==> src/rtl/i2c_accel_target.sv <==
`timescale 1ns / 1ps
`default_nettype none
// ============================================================================
// Module  : i2c_accel_target
// Brief   : I2C target exposing the latest accelerometer sample, a WHO_AM_I
//           byte, a sticky NEW flag and a host-writable CTRL byte through an
//           8-bit auto-incrementing register pointer. No clock stretching.
// Revision: 1.0 - initial release
// ============================================================================
module i2c_accel_target #(
  parameter logic [6:0] DEV_ADDR = 7'h1D,
  parameter logic [7:0] WHO_AM_I = 8'hA5
) (
  input  logic        CLOCK_50,
  input  logic        RESET,
  input  logic        SCL_IN,
  input  logic        SDA_IN,
  output logic        SDA_OE,
  input  logic [11:0] AccelX,
  input  logic [11:0] AccelY,
  input  logic [11:0] AccelZ,
  input  logic        DataValid,
  output logic [7:0]  CTRL,
  output logic        BUSY
);

  localparam logic [3:0] S_IDLE      = 4'd0;
  localparam logic [3:0] S_ADDR      = 4'd1;
  localparam logic [3:0] S_ADDR_ACK  = 4'd2;
  localparam logic [3:0] S_REG       = 4'd3;
  localparam logic [3:0] S_REG_ACK   = 4'd4;
  localparam logic [3:0] S_WRITE     = 4'd5;
  localparam logic [3:0] S_WRITE_ACK = 4'd6;
  localparam logic [3:0] S_READ      = 4'd7;
  localparam logic [3:0] S_READ_ACK  = 4'd8;

  logic [2:0]  scl_sync_q, scl_sync_d, sda_sync_q, sda_sync_d;
  logic [3:0]  state_q, state_d;
  logic [2:0]  bit_cnt_q, bit_cnt_d;
  logic [7:0]  shift_q, shift_d, ptr_q, ptr_d, ctrl_q, ctrl_d;
  logic        rw_q, rw_d, phase_q, phase_d, new_q, new_d;
  logic        sda_oe_q, sda_oe_d;
  logic [11:0] hold_x_q, hold_x_d, hold_y_q, hold_y_d, hold_z_q, hold_z_d;
  logic [11:0] sh_x_q, sh_x_d, sh_y_q, sh_y_d, sh_z_q, sh_z_d;

  logic       scl_rise, scl_fall, start_det, stop_det, sda_bit, snap;
  logic [7:0] shift_in, rd_byte;

  // Bus events from the synchronized pads (stage 1 = current, stage 2 = previous)
  assign sda_bit   = sda_sync_q[1];
  assign scl_rise  =  scl_sync_q[1] & ~scl_sync_q[2];
  assign scl_fall  = ~scl_sync_q[1] &  scl_sync_q[2];
  assign start_det =  scl_sync_q[1] &  scl_sync_q[2] & ~sda_sync_q[1] &  sda_sync_q[2];
  assign stop_det  =  scl_sync_q[1] &  scl_sync_q[2] &  sda_sync_q[1] & ~sda_sync_q[2];
  assign shift_in  = {shift_q[6:0], sda_bit};

  assign SDA_OE = sda_oe_q;
  assign CTRL   = ctrl_q;

  // State register and all datapath flops; lines idle high out of reset
  always_ff @(posedge CLOCK_50) begin
    if (RESET) begin
      scl_sync_q <= 3'b111;
      sda_sync_q <= 3'b111;
      state_q    <= S_IDLE;
      bit_cnt_q  <= 3'd0;
      shift_q    <= 8'h00;
      ptr_q      <= 8'h00;
      ctrl_q     <= 8'h00;
      rw_q       <= 1'b0;
      phase_q    <= 1'b0;
      new_q      <= 1'b0;
      sda_oe_q   <= 1'b0;
      hold_x_q   <= 12'h000;
      hold_y_q   <= 12'h000;
      hold_z_q   <= 12'h000;
      sh_x_q     <= 12'h000;
      sh_y_q     <= 12'h000;
      sh_z_q     <= 12'h000;
    end else begin
      scl_sync_q <= scl_sync_d;
      sda_sync_q <= sda_sync_d;
      state_q    <= state_d;
      bit_cnt_q  <= bit_cnt_d;
      shift_q    <= shift_d;
      ptr_q      <= ptr_d;
      ctrl_q     <= ctrl_d;
      rw_q       <= rw_d;
      phase_q    <= phase_d;
      new_q      <= new_d;
      sda_oe_q   <= sda_oe_d;
      hold_x_q   <= hold_x_d;
      hold_y_q   <= hold_y_d;
      hold_z_q   <= hold_z_d;
      sh_x_q     <= sh_x_d;
      sh_y_q     <= sh_y_d;
      sh_z_q     <= sh_z_d;
    end
  end

  // Next-state: protocol sequencing, pointer/CTRL updates, sample and snapshot
  always_comb begin
    scl_sync_d = {scl_sync_q[1:0], SCL_IN};
    sda_sync_d = {sda_sync_q[1:0], SDA_IN};
    state_d    = state_q;
    bit_cnt_d  = bit_cnt_q;
    shift_d    = shift_q;
    ptr_d      = ptr_q;
    ctrl_d     = ctrl_q;
    rw_d       = rw_q;
    phase_d    = phase_q;
    new_d      = new_q;
    hold_x_d   = hold_x_q;
    hold_y_d   = hold_y_q;
    hold_z_d   = hold_z_q;
    sh_x_d     = sh_x_q;
    sh_y_d     = sh_y_q;
    sh_z_d     = sh_z_q;
    snap       = 1'b0;

    if (stop_det) begin
      state_d = S_IDLE;
    end else if (start_det) begin
      state_d   = S_ADDR;
      bit_cnt_d = 3'd0;
    end else begin
      case (state_q)
        S_ADDR: if (scl_rise) begin
          shift_d   = shift_in;
          bit_cnt_d = bit_cnt_q + 3'd1;
          if (bit_cnt_q == 3'd7) begin
            if (shift_in[7:1] == DEV_ADDR) begin
              state_d = S_ADDR_ACK;
              rw_d    = shift_in[0];
              phase_d = 1'b0;
              snap    = shift_in[0];
            end else begin
              state_d = S_IDLE;
            end
          end
        end
        S_REG, S_WRITE: if (scl_rise) begin
          shift_d   = shift_in;
          bit_cnt_d = bit_cnt_q + 3'd1;
          if (bit_cnt_q == 3'd7) begin
            phase_d = 1'b0;
            if (state_q == S_REG) begin
              state_d = S_REG_ACK;
              ptr_d   = shift_in;
            end else begin
              state_d = S_WRITE_ACK;
            end
          end
        end
        // phase 0: waiting for the fall after bit 8; phase 1: driving ACK
        S_ADDR_ACK, S_REG_ACK, S_WRITE_ACK: if (scl_fall) begin
          if (!phase_q) begin
            phase_d = 1'b1;
            if (state_q == S_WRITE_ACK) begin
              if (ptr_q == 8'h08) ctrl_d = shift_q;
              ptr_d = ptr_q + 8'd1;
            end
          end else begin
            phase_d   = 1'b0;
            bit_cnt_d = 3'd0;
            if (state_q == S_ADDR_ACK) state_d = rw_q ? S_READ : S_REG;
            else                       state_d = S_WRITE;
          end
        end
        S_READ: if (scl_fall) begin
          bit_cnt_d = bit_cnt_q + 3'd1;
          if (bit_cnt_q == 3'd7) begin
            state_d = S_READ_ACK;
            phase_d = 1'b0;
          end
        end
        // phase 0: waiting for the host ACK bit; phase 1: ACKed, await fall
        S_READ_ACK: begin
          if (scl_rise && !phase_q) begin
            ptr_d = ptr_q + 8'd1;
            if (sda_bit) state_d = S_IDLE;
            else         phase_d = 1'b1;
          end else if (scl_fall && phase_q) begin
            state_d   = S_READ;
            bit_cnt_d = 3'd0;
            phase_d   = 1'b0;
          end
        end
        default: ;
      endcase
    end

    // Snapshot takes the pre-update holding values; a same-cycle sample wins NEW
    if (snap) begin
      sh_x_d = hold_x_q;
      sh_y_d = hold_y_q;
      sh_z_d = hold_z_q;
      new_d  = 1'b0;
    end
    if (DataValid) begin
      hold_x_d = AccelX;
      hold_y_d = AccelY;
      hold_z_d = AccelZ;
      new_d    = 1'b1;
    end
  end

  // Outputs: register-map read mux, SDA pull-down request and BUSY
  always_comb begin
    case (ptr_q)
      8'h00:   rd_byte = WHO_AM_I;
      8'h01:   rd_byte = sh_x_q[7:0];
      8'h02:   rd_byte = {4'b0000, sh_x_q[11:8]};
      8'h03:   rd_byte = sh_y_q[7:0];
      8'h04:   rd_byte = {4'b0000, sh_y_q[11:8]};
      8'h05:   rd_byte = sh_z_q[7:0];
      8'h06:   rd_byte = {4'b0000, sh_z_q[11:8]};
      8'h07:   rd_byte = {7'b0000000, new_q};
      8'h08:   rd_byte = ctrl_q;
      default: rd_byte = 8'h00;
    endcase
    sda_oe_d = 1'b0;
    case (state_q)
      S_ADDR_ACK, S_REG_ACK, S_WRITE_ACK: sda_oe_d = phase_q;
      S_READ:                             sda_oe_d = ~rd_byte[~bit_cnt_q];
      default:                            sda_oe_d = 1'b0;
    endcase
    BUSY = (state_q != S_IDLE) && (state_q != S_ADDR);
  end

endmodule
`default_nettype wire

==> config.mk <==
export PLATFORM = sky130hd
export DESIGN_NAME = i2c_accel_target
export DESIGN_NICKNAME = d
export VERILOG_FILES = /design/src/rtl/i2c_accel_target.sv
export SDC_FILE = /design/constraint.sdc
export NUM_CORES = 1
export LEC_CHECK = 0
export ABC_AREA = 1
export CORE_ASPECT_RATIO = 0.75
export CORE_MARGIN = 3
export CORE_UTILIZATION = 57
export DETAILED_ROUTE_END_ITERATION = 12
export GPL_TIMING_DRIVEN = 0
export PLACE_DENSITY_LB_ADDON = 0.1
export SLEW_MARGIN = 0
export SYNTH_ARGS = -nofsm -noshare
export SYNTH_HDL_FRONTEND = slang
export SYNTH_SLANG_ARGS = --single-unit
==> constraint.sdc <==
create_clock -name CLOCK_50 -period 2.3 [get_ports CLOCK_50]
set_clock_uncertainty 0.1 [all_clocks]
set_input_delay 0.46 -clock CLOCK_50 [delete_from_list [all_inputs] [get_ports CLOCK_50]]
set_output_delay 0.46 -clock CLOCK_50 [all_outputs]
set_load 0.01 [all_outputs]
-- Word-level counts from Yosys, hierarchy flattened
Index checks and enable logic that the tools add are counted.
- register bits after elaboration: 113
- bits of input ports: 41
- output and inout port bits: 10
- add/sub/neg operators: 2
- order comparisons: 1
- equality and inequality tests: 48
- muxes and demuxes: 57
- bitwise gates (word level): 16
- reduce and logical (&&, ||, !) cells: 24
- operators by type and width (kind ; number):
    one-hot mux 8 bit (9 select lines) ; 1
    2-to-1 mux 8 bit ; 7
    2-to-1 mux 4 bit ; 11
    inequality test 3 bit, second input constant ; 13
    AND reduction 11 bit ; 3
    == test 8 x 3 -> 1 bit, second input constant ; 4
    2-to-1 mux 3 bit ; 9
    inequality test 2 bit, second input constant ; 13
    one-hot mux 8 bit (3 select lines) ; 1
    2-to-1 mux 1 bit ; 21
    one-hot mux 4 bit (5 select lines) ; 1
    == test 4 x 3 -> 1 bit, second input constant ; 4
    == test 8 x 2 -> 1 bit, second input constant ; 2
    one-hot mux 3 bit (4 select lines) ; 1
    AND reduction 10 bit ; 1
    nonzero test 5 bit ; 2
    OR reduction 3 bit ; 3
    adder 8 x 1 -> 8 bit, second input constant ; 1
    == test 4 x 2 -> 1 bit, second input constant ; 2
    == test 8 x 1 -> 1 bit, second input constant ; 1
    == test 8 x 4 -> 1 bit, second input constant ; 1
    logical NOT 8 bit ; 1
    inequality test 4 bit, second input constant ; 2
    NOT 1 bit ; 8
    other kinds (25) ; 35

-- Logic depth before layout (Yosys ltp)
- word-level depth: 9
- depth in mapped cells: 14
- gate-level depth less buffers: 13

-- Least setup slack after synthesis
OpenSTA, ideal clock, no wires.
- path kind: reg-to-reg
- start point: register ptr_q[0]
- end point: register sda_oe_q (netlist: SDA_OE)
- library setup time: 0.133 ns
- arrival: 1.602 ns
- data required time: 2.067 ns
- path slack: 0.466 ns
- stages on the path, launching flop included: 14
- clock period less this slack: 1.834 ns
- cells stage by stage: dfxtp_1 > inv_1 > ha_1 > nand3_1 > nor2_1 > nand2_1 > nand3_1 > nor2_1 > nand2_1 > nand3_1 > nand2_1 > nand2_1 > nand3_1 > a21oi_1
- longest elaborated chain between the ends: 6
- RTL lines (what ; RTL line ; source):
    start, declared ; 40 ; logic [7:0] shift_q, shift_d, ptr_q, ptr_d, ctrl_q, ctrl_d;
    start signal, assigned ; 86 ; ptr_q <= ptr_d;
    == test 8 x 4 -> 1 bit (tied with other cells) ; 210 ; case (ptr_q)
    one-hot mux 8 bit (9 select lines) (*) ; 210 ;
    binary-select mux 1 bit (select 3 bit) (*) ; 225 ; S_READ: sda_oe_d = ~rd_byte[~bit_cnt_q];
    2-to-1 mux 1 bit (not written as such) (*) ; 225 ;
    NOT 1 bit (*) ; 225 ;
    one-hot mux 1 bit (2 select lines) (*) ; 223 ; case (state_q)
    end signal, assigned ; 91 ; sda_oe_q <= sda_oe_d;
    end, declared ; 42 ; logic sda_oe_q, sda_oe_d;
Mark *: on every way between the ends. The rest lies on a longest branch, timed or not. The select of a mux whose other input is x is not followed.
A chain may end at the register's enable or synchronous reset.

-- Worst setup path in the final report
- start point: register bit_cnt_q[1]
- end point: register sh_y_q[6]
- longest elaborated chain between the ends: 6
- RTL lines (what ; RTL line ; source):
    start, declared ; 39 ; logic [2:0] bit_cnt_q, bit_cnt_d;
    start signal, assigned ; 84 ; bit_cnt_q <= bit_cnt_d;
    == test 3 bit ; 131 ; if (bit_cnt_q == 3'd7) begin
    2-to-1 mux 1 bit ; 131 ;
    2-to-1 mux 1 bit ; 128 ; S_ADDR: if (scl_rise) begin
    2-to-1 mux 1 bit ; 127 ; case (state_q)
    2-to-1 mux 1 bit ; 123 ; end else if (start_det) begin
    2-to-1 mux 1 bit ; 121 ; if (stop_det) begin
    end signal, assigned ; 96 ; sh_y_q <= sh_y_d;
    end, declared ; 44 ; logic [11:0] sh_x_q, sh_x_d, sh_y_q, sh_y_d, sh_z_q, sh_z_d;
No other way between the ends.

==> metrics <==
Rows 29; Synth Warn # 0; measured slew at the worst slew-check pin between 0.6 and 0.7 ns; Post-Layout Cell Count just under 900; Die Area 10100 um^2; GRT met2 Usage 0.430; Clk pwr share 0.362; fin. max-slew vios 0; Seq cells post-synth ~110; Slew HR 0.593; met3 usage in global routing 0.0711; post-route ant nets 0; synthesis-to-finish area growth 22.9%; clock latency on the worst-skew pair around 0.41 ns; FF+latch area around 2300 um^2; leakage 2.48 nW; pre-CTS setup slack -0.0101 ns; Core Util, Final 0.727; dpl cells 860; Tcrit/Tclk final 0.947; Reg clk slew, reported paths about 0.050 ns; vias in the first global route approximately 4.6k; Syn Nets between 700 and 800; Int Power 4.21 mW; final hold vios 0; Mapped Cells 703; drt first pass iters 7; largest net degree at the start of global routing 17; Starting Density 0.592; min-delay src sda_sync_q[0]; sequential area share after synthesis 0.446; grt total ovfl 0; Combinational Power Share 0.284; critical path fanouts, max 10; setup TNS 0 ns; DRT iter0 DRCs around 560; r2r setup slk about 0.12 ns; status finished, final reports clean; Hold Path Class register to register; CTS Hold Bufs 0; setup ws final about 0.12 ns; vias per inst 5.64; Slowest-stage cell, CP dfxtp_1; post-CTS setup buffers 0; Worst Path Buf+Inv 3; WP data required 2.47 ns; multi-input logic area around 2400 um^2; r2r endpoint sh_y_q[6]; # DRC 0; vias about 5.0k; CP startpoint kind register; CP Cell Sequence ha_1, ha_1, inv_1, nor2_1, nand4_1, clkbuf_4, buf_1, nor2_1, a211oi_1; FMAX between 400 and 500 MHz; final net count a little over 800; CTS tree built; die height 87.7 um; global-route usage over all layers 0.290; IO Pins 51; Hold Path End sda_sync_q[1]; commonest cells after routing, fill and taps aside 158 x nor2_1, 113 x dfxtp_1, 79 x o21ai_0; Num CTS Buffers 17; slowest stage delay, CP ~0.40 ns; total power 6.45 mW; FF-to-FF Start bit_cnt_q[1]; Buffers on Ports 49; power density cells a little over 1000 nW/um^2; core footprint roughly 8600 um^2; commonest non-fill, non-tap cell in the layout nor2_1; antenna violations before repair 0; layout cells sized above 1 0.0870; final setup violation count 0; CP endpoint kind register; Clock Sink Count 113; Switching Power approximately 2.2 mW; Ant. Diodes 0; Max Cap Viol 0; GPL Wtd Cong 0.949; Distinct cells, synth 36; crit path DAT approximately 2.4 ns; Reg2Reg Depth 9; Crit Path Category register to register; clock tree buffer depth 2; Reg power frac 0.355; Post-DP HPWL approximately 10000 um; RSZ-0062 raised after global routing no; met1 usage 0.416; Root Buffer clkbuf_16; Finished Cell Area 6230 um^2; H-tree depth 4; final WL 14200 um; hold_ws just over 0.3 ns; die width 115 um; first-pass GRT wire length roughly 23000 um; Tmin final around 2.2 ns; routed len/inst roughly 16 um; Crit path max-delay family buffers and inverters; global routing's busiest layer met2; mapped cell area 5070 um^2; Mean Syn Cell Area 7.21 um^2; Worst Hold Path Cells 1; cell area after placement 5700 um^2; fillcell total around 700; Sw Share 0.348; Max VDD drop roughly 0.00065 V
==> kinds of logic (layout without fill, tap and decap cells) <==
logic type	after synthesis	in the layout	share of synthesized area
AND/OR/NAND/NOR	299	299	0.255
XOR/XNOR	2	2	0.00346
adder cells (fa/ha/maj)	6	6	0.0148
buffers and inverters	117	196	0.0921
AO/OA/AOI/OAI	166	166	0.189
flip-flops	113	113	0.446
==> synthesized netlist by cell type <==
master | n | area, um^2
a21oi_1 | 35 | 175
inv_2 | 6 | 22.5
o21ai_0 | 79 | 395
ha_1 | 6 | 75.1
buf_1 | 5 | 18.8
nor2_4 | 1 | 11.3
inv_1 | 77 | 289
nor2_1 | 159 | 597
inv_4 | 1 | 6.26
clkbuf_1 | 16 | 60.1
nor2_2 | 4 | 25.0
a211oi_1 | 37 | 278
buf_6 | 2 | 22.5
nand2_4 | 2 | 22.5
or2_2 | 5 | 31.3
o21bai_1 | 1 | 7.51
nor4b_4 | 1 | 23.8
nand3b_1 | 1 | 7.51
o21ai_2 | 3 | 26.3
a21boi_0 | 1 | 7.51
nand3_2 | 1 | 10.0
nor4_2 | 1 | 12.5
o22ai_1 | 1 | 6.26
nand4_1 | 12 | 75.1
clkinv_1 | 2 | 7.51
xor2_1 | 2 | 17.5
dfxtp_1 | 113 | 2260
a21oi_2 | 3 | 26.3
nand2_1 | 70 | 263
nand3_1 | 36 | 180
nor3_1 | 3 | 15.0
nor4_1 | 1 | 6.26
nand2_2 | 2 | 12.5
o21ai_1 | 3 | 15.0
buf_2 | 8 | 40.0
a31oi_1 | 3 | 18.8
==> metal layers <==
metal | part of all wire | up-vias
met2 | 0.43 | 232
met3 | 0.087 | 29
met4 | 0.019 | 0
met1 | 0.47 | 2307
met5 | 0 | -
li1 | - | 2448
==> power groups by stage <==
| stage | registers, mW | logic (mW) | clock network [mW] |
|---|---|---|---|
| 2_1_floorplan | 2.27 | 1.29 | 0 |
| 3_3_place_gp | 2.31 | 1.72 | 0 |
| 3_5_place_dp | 2.32 | 1.74 | 0 |
| 4_1_cts | 2.28 | 1.77 | 2.35 |
| 5_1_grt | 2.31 | 2.04 | 2.44 |
| 6_report | 2.29 | 1.83 | 2.34 |
==> cell type report <==
cell class,count,area share
buffer,31,0.0233
clock buffer,23,0.0735
clock inverter,7,0.0100
inverter,86,0.0522
multi-input combinational,473,0.377
sequential,113,0.363
tap,108,0.0217
timing repair buffer,49,0.0787
==> worst max path at each step <==
stage | from | to | slack (ns) | cells past startpoint
floorplan | ptr_q[0] | SDA_OE | 0.47 | 13
global placement | RESET | sh_x_q[7] | 0.08 | 4
detailed placement | RESET | sh_x_q[7] | -0.01 | 4
CTS | bit_cnt_q[1] | sh_x_q[7] | 0.03 | 9
global route | ptr_q[3] | SDA_OE | 0.006 | 12
finish | bit_cnt_q[1] | sh_y_q[6] | 0.12 | 9
==> sequential cells by signal (all words and copies together) (netlist names), 4 cells and up <==
signal,flops
ptr_q,8
hold_x_q,12
sh_x_q,12
state_q,4
hold_z_q,12
sh_z_q,12
hold_y_q,12
sh_y_q,12
shift_q,8
CTRL,8
==> repair_timing <==
item / in CTS / in global routing
hold endpoints to repair: 0 / 0
gates resized for setup: 0 / 6
setup endpoints to repair: 0 / 13
(Power assumes the default switching activity.)
==> edit: new RTL, config.mk and constraints unchanged <==
Remove the register `sda_oe_q`: a continuous assignment takes its place, so the output `SDA_OE` follows one clock earlier.
--- a/src/rtl/i2c_accel_target.sv
+++ b/src/rtl/i2c_accel_target.sv
@@ -70,7 +70,6 @@
       rw_q       <= 1'b0;
       phase_q    <= 1'b0;
       new_q      <= 1'b0;
-      sda_oe_q   <= 1'b0;
       hold_x_q   <= 12'h000;
       hold_y_q   <= 12'h000;
       hold_z_q   <= 12'h000;
@@ -88,7 +87,6 @@
       rw_q       <= rw_d;
       phase_q    <= phase_d;
       new_q      <= new_d;
-      sda_oe_q   <= sda_oe_d;
       hold_x_q   <= hold_x_d;
       hold_y_q   <= hold_y_d;
       hold_z_q   <= hold_z_d;
@@ -97,6 +95,8 @@
       sh_z_q     <= sh_z_d;
     end
   end
+
+  assign sda_oe_q = sda_oe_d;
 
   // Next-state: protocol sequencing, pointer/CTRL updates, sample and snapshot
   always_comb begin
Formal check against the unedited RTL: same outputs for any inputs over 4 cycles, from zero or initial values and one cycle with RESET high; that may be too few to reach the edited logic, so the function may still have changed.
==> edit against the unedited design <==
The run now ends with negative setup slack left. Count of clock-buffer cells in the layout is 12 lower. Sequential cell count is 1 lower. Routed wire length is 3.0% higher. Design area is 3.2% higher. Area after synthesis is 1.2% higher. Worst setup slack worse by 0.45 ns. Critical path depth is 5 higher. Total power is 17% lower. Critical path type is now reg2out.
==> edit: results (changes against the unedited design) <==
- The clock-pin slew on the worst setup and hold paths came to 0.07 ns (+0.02 ns).
* Source of the worst hold timing path: scl_sync_q[0]$_SDFF_PP1_
* Instance area at placement: 5750 um2 (+1.0%)
- The met3 usage came to 0.0663 (-0.00483).
- The transition time at the pin with the least slew margin is 0.634 ns (+0.0234 ns).
* Fin worst setup slack: -0.331 ns (-0.452 ns)
- The wire length of the first global-routing pass is 23400 um (+3.9%).
- Synth top area share: 0.437 (-0.00902)
- Endpoints failing setup: 1 (+1)
* DR vias/cell: 5.69 (+0.96%)
- Clock latency on the worst-skew pair: 0.35 ns (-0.06 ns)
- Worst reg2reg path startpoint: state_q[1]$_SDFFE_PP0P_
- The setup TNS after final layout was -0.331 ns (-0.331 ns).
* Wire length on met2: 6650 um (+9.3%)
- The number of placed instances with taps included came to 876 (+1.9%).
- Ranked by instance count, the synthesized netlist is headed by 170 x nor2_1, 112 x dfxtp_1, 87 x nand2_1.
* TritonCTS Buffers: 9 (-8)
- Sink of the worst hold path: scl_sync_q[1]$_SDFF_PP1_
- The run finished, with violations left.
- Metal3 WL: 1110 um (-10%)
- The worst slack at placement was -0.604 ns (-0.594 ns).
* R2r worst-path depth: 7 (-2)
- Cell internal power dissipation: 3.63 mW (-14%)
- Met1 GRT Util: 0.403 (-0.0133)
* Fraction of the yosys area taken by sequential cells: 0.437 (-0.00902)
- Syn nets: 766 (+2.1%)
- The share of cells above drive strength 1 is 0.136 (+0.0487).
- Proportion of power drawn by the clock network: 0.322 (-0.040)
* Number of distinct library cells after synthesis: 35 (-2.8%)
- Final HPWL DP: 10200 um (about the same)
- By area the synthesized netlist is led by dfxtp_1 44%, nor2_1 12%, o21ai_0 6.4%.
* Violations in the final reports: negative setup slack
* CP max FO: 8 (-2)
==> edit: cell types whose count changed in the layout (fill, tap and decap cells not counted), moves of 7 or more <==
cell and delta:
o21ai_0 -17, nand2_1 +11, buf_4 +9, dfxtp_1 -9
clkbuf_16 -8, nor2_4 +8, a21oi_1 -7, nand2_2 +7
==> edit: worst max-delay path by stage <==
stage | start | endpoint | slack (ns) | depth (start not counted)
global route | ptr_q[1]$_SDFFE_PP0P_ | SDA_OE | -0.46 | 14
global placement | ptr_q[4]$_SDFFE_PP0P_ | SDA_OE | -0.60 | 14
CTS | ptr_q[5]$_SDFFE_PP0P_ | SDA_OE | -0.24 | 14
floorplan | ptr_q[0]$_SDFFE_PP0P_ | SDA_OE | 0.23 | 12
finish | ptr_q[1]$_SDFFE_PP0P_ | SDA_OE | -0.33 | 14
detailed placement | ptr_q[4]$_SDFFE_PP0P_ | SDA_OE | -0.60 | 14
==> edit: final cells by class <==
class / instances / area, um2
buffer: 31 / 169
multi-input combinational: 492 / 2600
clock inverter: 5 / 88.8
fill: 667 / 2170
tap: 108 / 135
sequential: 112 / 2260
clock buffer: 11 / 243
inverter: 85 / 329
timing repair buffer: 60 / 601
==> edit: timing repair <==
item | in CTS | in global routing
resized for setup | 61 | 16
pin swaps | 13 | 18
gates cloned | 1 | 0
endpoints found under the setup margin | 1 | 7
setup buffers | 9 | 2
==> edit: cells by family (layout without fill, tap and decap cells) <==
group / Yosys count / after routing / share of synthesized area
adders and majority gates: 6 / 6 / 0.0146
AOI/OAI and AO/OA: 149 / 149 / 0.176
xor gates and xnor gates: 1 / 1 / 0.00171
and+or+nand+nor: 335 / 336 / 0.277
buffers and inverters: 116 / 192 / 0.0939
DFF: 112 / 112 / 0.437
